### config.mk
export PLATFORM = sky130hd
export DESIGN_NAME = dm_access_unit
export DESIGN_NICKNAME = d
export VERILOG_FILES = /design/src/rtl/dm_access_unit.sv
export SDC_FILE = /design/constraint.sdc
export NUM_CORES = 1
export LEC_CHECK = 0
export BUFFER_PORTS_ARGS = -buffer_cell sky130_fd_sc_hd__buf_4
export CORE_AREA = 3 3 186 188
export DETAILED_ROUTE_END_ITERATION = 10
export DIE_AREA = 0 0 189 191
export GPL_ROUTABILITY_DRIVEN = 0
export PLACE_DENSITY = 0.61
export SETUP_SLACK_MARGIN = 0.02
export SYNTH_ARGS = -nofsm -noshare
export SYNTH_HDL_FRONTEND = slang
export SYNTH_SLANG_ARGS = --single-unit
### constraint.sdc
create_clock -name clk -period 2.32 [get_ports clk]
set_clock_uncertainty 0.1 [all_clocks]
set_input_delay 0.348 -clock clk [delete_from_list [all_inputs] [get_ports clk]]
set_output_delay 0.348 -clock clk [all_outputs]
set_load 0.03 [all_outputs]
### src/rtl/dm_access_unit.sv
// -----------------------------------------------------------------------------
// dm_access_unit
// Memory-stage load/store unit of the pipelined MIPS core.
//
// Converts an M-stage request into the data-memory bus: byte address,
// lane-replicated write data and byte enables. Load data returned on
// m_data_rdata is aligned, sign/zero-extended and registered onto the W-stage
// write-back port. Misaligned or out-of-range accesses raise a one-cycle
// address exception. Retired loads and stores are counted.
//
// Ports
//   clk, reset          clock; synchronous active-low reset
//   stall, flush        M stage held / M-stage request killed
//   req_*               M-stage request (op, address, store data, ALU result,
//                       GRF write enable, destination register, PC)
//   m_data_*            data-memory bus (addr/wdata/byteen out, rdata in)
//   m_inst_addr         PC of the access
//   w_grf_*, w_inst_addr registered write-back port
//   exc_*               registered address-exception pulse and details
//   load_cnt, store_cnt retired load/store counters (wrap at 2^32)
// -----------------------------------------------------------------------------
module dm_access_unit #(
    parameter logic [31:0] DM_LIMIT = 32'h0000_3FFF
) (
    input  logic        clk,
    input  logic        reset,
    input  logic        stall,
    input  logic        flush,
    input  logic        req_valid,
    input  logic [3:0]  req_op,
    input  logic [31:0] req_addr,
    input  logic [31:0] req_wdata,
    input  logic [31:0] req_alu,
    input  logic        req_we,
    input  logic [4:0]  req_rd,
    input  logic [31:0] req_pc,
    output logic [31:0] m_data_addr,
    output logic [31:0] m_data_wdata,
    output logic [3:0]  m_data_byteen,
    input  logic [31:0] m_data_rdata,
    output logic [31:0] m_inst_addr,
    output logic        w_grf_we,
    output logic [4:0]  w_grf_addr,
    output logic [31:0] w_grf_wdata,
    output logic [31:0] w_inst_addr,
    output logic        exc_valid,
    output logic [4:0]  exc_code,
    output logic [31:0] exc_badvaddr,
    output logic [31:0] exc_pc,
    output logic [31:0] load_cnt,
    output logic [31:0] store_cnt
);

    typedef enum logic [3:0] {
        OP_ALU = 4'd0,
        OP_LW  = 4'd1,
        OP_LH  = 4'd2,
        OP_LHU = 4'd3,
        OP_LB  = 4'd4,
        OP_LBU = 4'd5,
        OP_SW  = 4'd6,
        OP_SH  = 4'd7,
        OP_SB  = 4'd8
    } mem_op_e;

    localparam logic [4:0] EXC_ADEL = 5'd4;
    localparam logic [4:0] EXC_ADES = 5'd5;

    mem_op_e     op_s;
    logic        live_s;
    logic        is_load_s;
    logic        is_store_s;
    logic        misaligned_s;
    logic        out_of_range_s;
    logic        fault_s;
    logic [7:0]  rd_byte_s;
    logic [15:0] rd_half_s;
    logic [31:0] load_data_s;

    logic        w_grf_we_r;
    logic [4:0]  w_grf_addr_r;
    logic [31:0] w_grf_wdata_r;
    logic [31:0] w_inst_addr_r;
    logic        exc_valid_r;
    logic [4:0]  exc_code_r;
    logic [31:0] exc_badvaddr_r;
    logic [31:0] exc_pc_r;
    logic [31:0] load_cnt_r;
    logic [31:0] store_cnt_r;

    // Reset is folded into liveness so the bus drops as soon as reset goes low.
    assign live_s = reset & req_valid & ~stall & ~flush;

    // Opcode decode; unused encodings behave as ALU/pass.
    always_comb begin
        op_s       = OP_ALU;
        is_load_s  = 1'b0;
        is_store_s = 1'b0;
        case (req_op)
            4'd1:    begin op_s = OP_LW;  is_load_s  = 1'b1; end
            4'd2:    begin op_s = OP_LH;  is_load_s  = 1'b1; end
            4'd3:    begin op_s = OP_LHU; is_load_s  = 1'b1; end
            4'd4:    begin op_s = OP_LB;  is_load_s  = 1'b1; end
            4'd5:    begin op_s = OP_LBU; is_load_s  = 1'b1; end
            4'd6:    begin op_s = OP_SW;  is_store_s = 1'b1; end
            4'd7:    begin op_s = OP_SH;  is_store_s = 1'b1; end
            4'd8:    begin op_s = OP_SB;  is_store_s = 1'b1; end
            default: begin op_s = OP_ALU; end
        endcase
    end

    // Address-exception detection: alignment by access size, plus range limit.
    always_comb begin
        misaligned_s = 1'b0;
        case (op_s)
            OP_LW, OP_SW:         misaligned_s = (req_addr[1:0] != 2'b00);
            OP_LH, OP_LHU, OP_SH: misaligned_s = req_addr[0];
            default:              misaligned_s = 1'b0;
        endcase
        out_of_range_s = (is_load_s | is_store_s) & (req_addr > DM_LIMIT);
        fault_s        = (is_load_s | is_store_s) & (misaligned_s | out_of_range_s);
    end

    // Bus drive: address for any live memory op, lanes only for live stores.
    always_comb begin
        m_data_addr   = 32'h0000_0000;
        m_data_wdata  = 32'h0000_0000;
        m_data_byteen = 4'b0000;
        m_inst_addr   = req_pc;
        if (live_s && (is_load_s || is_store_s)) begin
            m_data_addr = req_addr;
        end else begin
            m_data_addr = 32'h0000_0000;
        end
        if (live_s && is_store_s) begin
            case (op_s)
                OP_SB: begin
                    m_data_wdata  = {4{req_wdata[7:0]}};
                    m_data_byteen = 4'b0001 << req_addr[1:0];
                end
                OP_SH: begin
                    m_data_wdata  = {2{req_wdata[15:0]}};
                    m_data_byteen = req_addr[1] ? 4'b1100 : 4'b0011;
                end
                OP_SW: begin
                    m_data_wdata  = req_wdata;
                    m_data_byteen = 4'b1111;
                end
                default: begin
                    m_data_wdata  = 32'h0000_0000;
                    m_data_byteen = 4'b0000;
                end
            endcase
            // A faulting store keeps its data lanes but must not write memory.
            if (fault_s) begin
                m_data_byteen = 4'b0000;
            end else begin
                m_data_byteen = m_data_byteen;
            end
        end else begin
            m_data_wdata  = 32'h0000_0000;
            m_data_byteen = 4'b0000;
        end
    end

    // Load alignment and extension of the word returned by memory.
    always_comb begin
        rd_byte_s   = 8'h00;
        load_data_s = req_alu;
        case (req_addr[1:0])
            2'd0:    rd_byte_s = m_data_rdata[7:0];
            2'd1:    rd_byte_s = m_data_rdata[15:8];
            2'd2:    rd_byte_s = m_data_rdata[23:16];
            2'd3:    rd_byte_s = m_data_rdata[31:24];
            default: rd_byte_s = 8'h00;
        endcase
        if (req_addr[1]) begin
            rd_half_s = m_data_rdata[31:16];
        end else begin
            rd_half_s = m_data_rdata[15:0];
        end
        case (op_s)
            OP_LW:   load_data_s = m_data_rdata;
            OP_LH:   load_data_s = {{16{rd_half_s[15]}}, rd_half_s};
            OP_LHU:  load_data_s = {16'h0000, rd_half_s};
            OP_LB:   load_data_s = {{24{rd_byte_s[7]}}, rd_byte_s};
            OP_LBU:  load_data_s = {24'h00_0000, rd_byte_s};
            default: load_data_s = req_alu;
        endcase
    end

    // W-stage write-back register; a non-live cycle inserts a bubble.
    always_ff @(posedge clk) begin
        if (!reset) begin
            w_grf_we_r    <= 1'b0;
            w_grf_addr_r  <= 5'd0;
            w_grf_wdata_r <= 32'h0000_0000;
            w_inst_addr_r <= 32'h0000_0000;
        end else if (live_s) begin
            w_grf_we_r    <= req_we & (req_rd != 5'd0) & ~fault_s & ~is_store_s;
            w_grf_addr_r  <= req_rd;
            w_grf_wdata_r <= load_data_s;
            w_inst_addr_r <= req_pc;
        end else begin
            w_grf_we_r    <= 1'b0;
        end
    end

    // Exception register: one-cycle pulse, details held until the next fault.
    always_ff @(posedge clk) begin
        if (!reset) begin
            exc_valid_r    <= 1'b0;
            exc_code_r     <= 5'd0;
            exc_badvaddr_r <= 32'h0000_0000;
            exc_pc_r       <= 32'h0000_0000;
        end else if (live_s && fault_s) begin
            exc_valid_r    <= 1'b1;
            exc_code_r     <= is_store_s ? EXC_ADES : EXC_ADEL;
            exc_badvaddr_r <= req_addr;
            exc_pc_r       <= req_pc;
        end else begin
            exc_valid_r    <= 1'b0;
        end
    end

    // Retired access counters; wrap naturally at 2^32.
    always_ff @(posedge clk) begin
        if (!reset) begin
            load_cnt_r  <= 32'h0000_0000;
            store_cnt_r <= 32'h0000_0000;
        end else if (live_s && !fault_s) begin
            if (is_load_s) begin
                load_cnt_r <= load_cnt_r + 32'd1;
            end
            if (is_store_s) begin
                store_cnt_r <= store_cnt_r + 32'd1;
            end
        end
    end

    assign w_grf_we     = w_grf_we_r;
    assign w_grf_addr   = w_grf_addr_r;
    assign w_grf_wdata  = w_grf_wdata_r;
    assign w_inst_addr  = w_inst_addr_r;
    assign exc_valid    = exc_valid_r;
    assign exc_code     = exc_code_r;
    assign exc_badvaddr = exc_badvaddr_r;
    assign exc_pc       = exc_pc_r;
    assign load_cnt     = load_cnt_r;
    assign store_cnt    = store_cnt_r;

endmodule

==> summary.md <==
| Metric | Value |
|---|---|
| Status | `completed` |
| Slew HR | `55.3%` |
| Slew @ Worst Pin | `671 ps` |
| Clock Pin Slew Worst Setup and Hold Paths | `60 ps` |
| Die area | `36100 um^2` |
| Core Region | `33300 um^2` |
| Synth cell types | `63` |
| Post-DRT Antenna Nets | `0` |
| Cell taking the most area after synthesis | `dfxtp_1` |
| CP Max Fanout | `5` |
| RSZ-0062 raised after global routing | `yes` |
| Sequential standard cell area | `4030 um^2` |
| Average size of a mapped cell | `8.39 um^2` |
| Top cells by area, synth | `dfxtp_1 (41%), nand2_1 (7.0%), o21ai_0 (3.9%), and2_1 (3.8%), nand3_1 (2.9%)` |
| Synth Flop Type | `dfxtp_1` |
| Row count | `67` |
| Yosys Warn Count | `0` |
| Initial antenna violation count | `4` |
| M2 GR Usage | `37.0%` |
| Total grt overflow | `0` |
| TNS Setup | `0 ps` |
| GR Layer Usage met3 | `4.68%` |
| Num CTS Buffers | `24` |
| Global routing's busiest layer | `met2` |
| R2R cell count | `7` |
| # IOs | `479` |
| Routed length per instance | `18.7 um` |
| Hold slack | `35.6 ps` |
| Fill count | `3206` |
| Multi-input gate area | `5120 um^2` |
| Cells after DPL | `2067` |
| Layout cells sized above 1 | `39.6%` |
| Sequential share of the synthesized area | `41.5%` |
| Initial Util | `29.2%` |
| Final nets | `1885` |
| Skew-Pair Late Insertion Delay | `520 ps` |
| Via count | `10600` |
| Crit start category | `input pin` |
| Pin count of the biggest net entering global routing | `74` |
| Setup-failing EPs final | `0` |
| Dpl hpwl | `31.2 mm` |
| First-pass iteration count of the detailed router | `7` |
| Minimum clock period | `2250 ps` |
| CTS sink cnt | `201` |
| Number of flops mapped to enable cells by yosys | `0` |
| DRC Markers | `0` |
| WS Path Type | `input pin to output port` |
| Vias in the first global route | `10500` |
| Reg2reg end | `load_cnt[30]$_SDFFE_PN0P_` |
| CP Data Required Time | `1870 ps` |
| Number of cells in the finished layout apart from fillers | `2175` |
| Hold Crit Class | `input pin to register` |
| Synth top area share | `41.5%` |
| Final hold vios | `0` |
| Crit path to | `m_data_byteen[3]` |
| Final WL | `40.7 mm` |
| Die X | `189 um` |
| Final period utilization | `96.9%` |
| Iteration-0 DRC Markers | `538` |
| Leak | `7.39 nW` |
| GRT met1 Usage | `25.5%` |
| Worst setup path startpoint | `req_op[1]` |
| H-tree depth | `1` |
| Post-synthesis instance total | `1157` |
| I/O Buffers | `475` |
| Fmax achieved | `445 MHz` |
| FF-to-FF Start | `load_cnt[7]$_SDFFE_PN0P_` |
| Vias/cell | `4.86` |
| Setup crit end kind | `output port` |
| Die height | `191 um` |
| CTS Root Cell | `clkbuf_16` |
| CTS tree | `yes` |
| WP data arrival | `1800 ps` |
| First-pass GRT wire length | `60.9 mm` |
| CTS max path bufs | `3` |
| Overall Global Routing Usage | `21.3%` |
| Hold path startpoint | `req_alu[10]` |
| Reg-to-reg setup timing slack | `170 ps` |
| VDD IR-drop max | `543 uV` |
| Syn Std Cell Area | `9700 um^2` |
| Max-cap violations | `0` |
| Layout area overhead | `62.6%` |
| Power Dens Cells | `565 nW/um^2` |
| Synthesis-stage register bit count | `201` |
| Synth async-reset ratio | `0%` |
| Final Max Slew Viols | `0` |
worst min path at each step:
stage | slack (ps) | cells past startpoint | to
floorplan | 360 | 2 | w_grf_addr[0]$_SDFFE_PN0P_
global placement | 330 | 2 | w_inst_addr[27]$_SDFFE_PN0P_
detailed placement | 330 | 2 | w_inst_addr[23]$_SDFFE_PN0P_
CTS | 0.8 | 3 | w_grf_wdata[9]$_SDFFE_PN0P_
global route | 20 | 3 | w_grf_wdata[10]$_SDFFE_PN0P_
finish | 40 | 3 | w_grf_wdata[10]$_SDFFE_PN0P_
layer usage:
layer,vias to the layer above,part of all wire (%)
met5,-,0
met4,0,4.3
met3,90,6.5
met2,417,49
met1,4931,40
li1,5134,-
per-stage QoR:
stage	setup WS [ps]	total power [W]	instance area, um^2	utilization (%)
after floorplan	16.3	0.00422	9770	-
after global placement	-359	0.00483	14200	42.6
after global routing	13.2	0.00929	15800	47.4
after detailed placement	-318	0.00484	14200	42.6
after CTS	22.9	0.00904	15700	47.1
final	72.9	0.00892	15800	47.4
cell usage in the layout, fill, tap and decap left out, drive strengths merged, types with 4 or more instances in the layout:
| cell | synthesis | routed |
|---|---|---|
| a21oi | 48 | 48 |
| o21ai | 80 | 80 |
| mux4 | 8 | 8 |
| nand4 | 30 | 30 |
| xnor2 | 19 | 19 |
| o21a | 6 | 6 |
| inv | 38 | 38 |
| nor2 | 31 | 31 |
| mux2 | 8 | 8 |
| dfxtp | 201 | 201 |
| and2 | 59 | 59 |
| xor2 | 24 | 24 |
| nor4 | 23 | 23 |
| a221oi | 15 | 15 |
| and3 | 37 | 37 |
| a22oi | 8 | 8 |
| and4 | 4 | 4 |
| or4 | 7 | 7 |
| buf | 59 | 581 |
| or3 | 8 | 8 |
| a31oi | 8 | 8 |
| nor2b | 4 | 4 |
| nand3 | 58 | 58 |
| nand2 | 180 | 180 |
| nand2b | 6 | 6 |
| a21boi | 25 | 25 |
| clkbuf | 56 | 33 |
| o2bb2ai | 20 | 20 |
| dlygate4sd3 | 0 | 57 |
| nor3b | 4 | 4 |
| bufinv | 0 | 5 |
| mux2i | 5 | 5 |
| diode | 0 | 4 |
| nor3 | 17 | 17 |
| a21o | 34 | 34 |
| o31ai | 5 | 5 |
cell usage after synthesis, types with 6 or more instances:
library cell  instances
dfxtp_1             201
nand2_1             180
o21ai_0              75
and2_1               59
nand3_1              57
clkbuf_1             56
a21oi_1              47
inv_1                38
and3_1               37
buf_4                35
a21o_1               34
nand4_1              30
nor2_1               30
xor2_1               24
o2bb2ai_1            20
xnor2_1              19
nor4_1               17
a221oi_1             15
a21boi_0             14
buf_2                12
nor3_1               12
a21boi_1             11
buf_1                10
a22oi_1               8
a31oi_1               8
mux2_2                8
mux4_2                8
or3_1                 8
nand2b_1              6
nor4_2                6
o21a_1                6
registers in the layout, indices dropped and copies added (netlist names):
| signal | count |
|---|---|
| exc_code | 2 |
| exc_valid | 1 |
| w_grf_wdata | 32 |
| exc_badvaddr | 32 |
| store_cnt | 32 |
| w_grf_addr | 5 |
| exc_pc | 32 |
| load_cnt | 32 |
| w_inst_addr | 32 |
| w_grf_we | 1 |
repair_timing:
item | CTS | global route
endpoints found under the hold margin | 77 | 0
pin swaps | 4 | 8
gates resized for setup | 9 | 18
hold buffers | 57 | 0
setup buffers | 4 | 3
gates cloned | 1 | 0
setup endpoints to repair | 9 | 18
power by group:
group	internal (W)	leakage, nW	switching (W)
Sequential	0.00352	1.63	0.0000370
Combinational	0.000587	5.35	0.000717
Clock	0.00258	0.416	0.00148
kinds of logic after synthesis:
family / after synthesis / synth area share [%]
buffers and inverters: 153 / 7.58
adder cells (fa/ha/maj): 2 / 0.258
flip-flops: 201 / 41.5
AND/OR/NAND/NOR: 479 / 26.3
AO/OA/AOI/OAI: 257 / 17.2
XOR/XNOR: 43 / 3.88
multiplexers: 21 / 3.30
other: 1 / 0.0386
final cells by class:
cell class,count,share of cell area (%)
multi-input cells,805,32.4
clock buffers,33,4.27
inverters,38,0.904
clock inverters,8,1.12
diodes,4,0.0634
well taps,448,3.55
flip-flops and latches,201,25.5
repair buffers,638,32.1
worst max-delay path, stage by stage:
cell,delay (ps)
buf_4,150
buf_6,130
nand2b_4,140
o31a_1,310
a21o_1,240
nand3_4,150
o21ba_4,180
buf_8,130
Note: power is estimated with default switching activity, not from simulation.
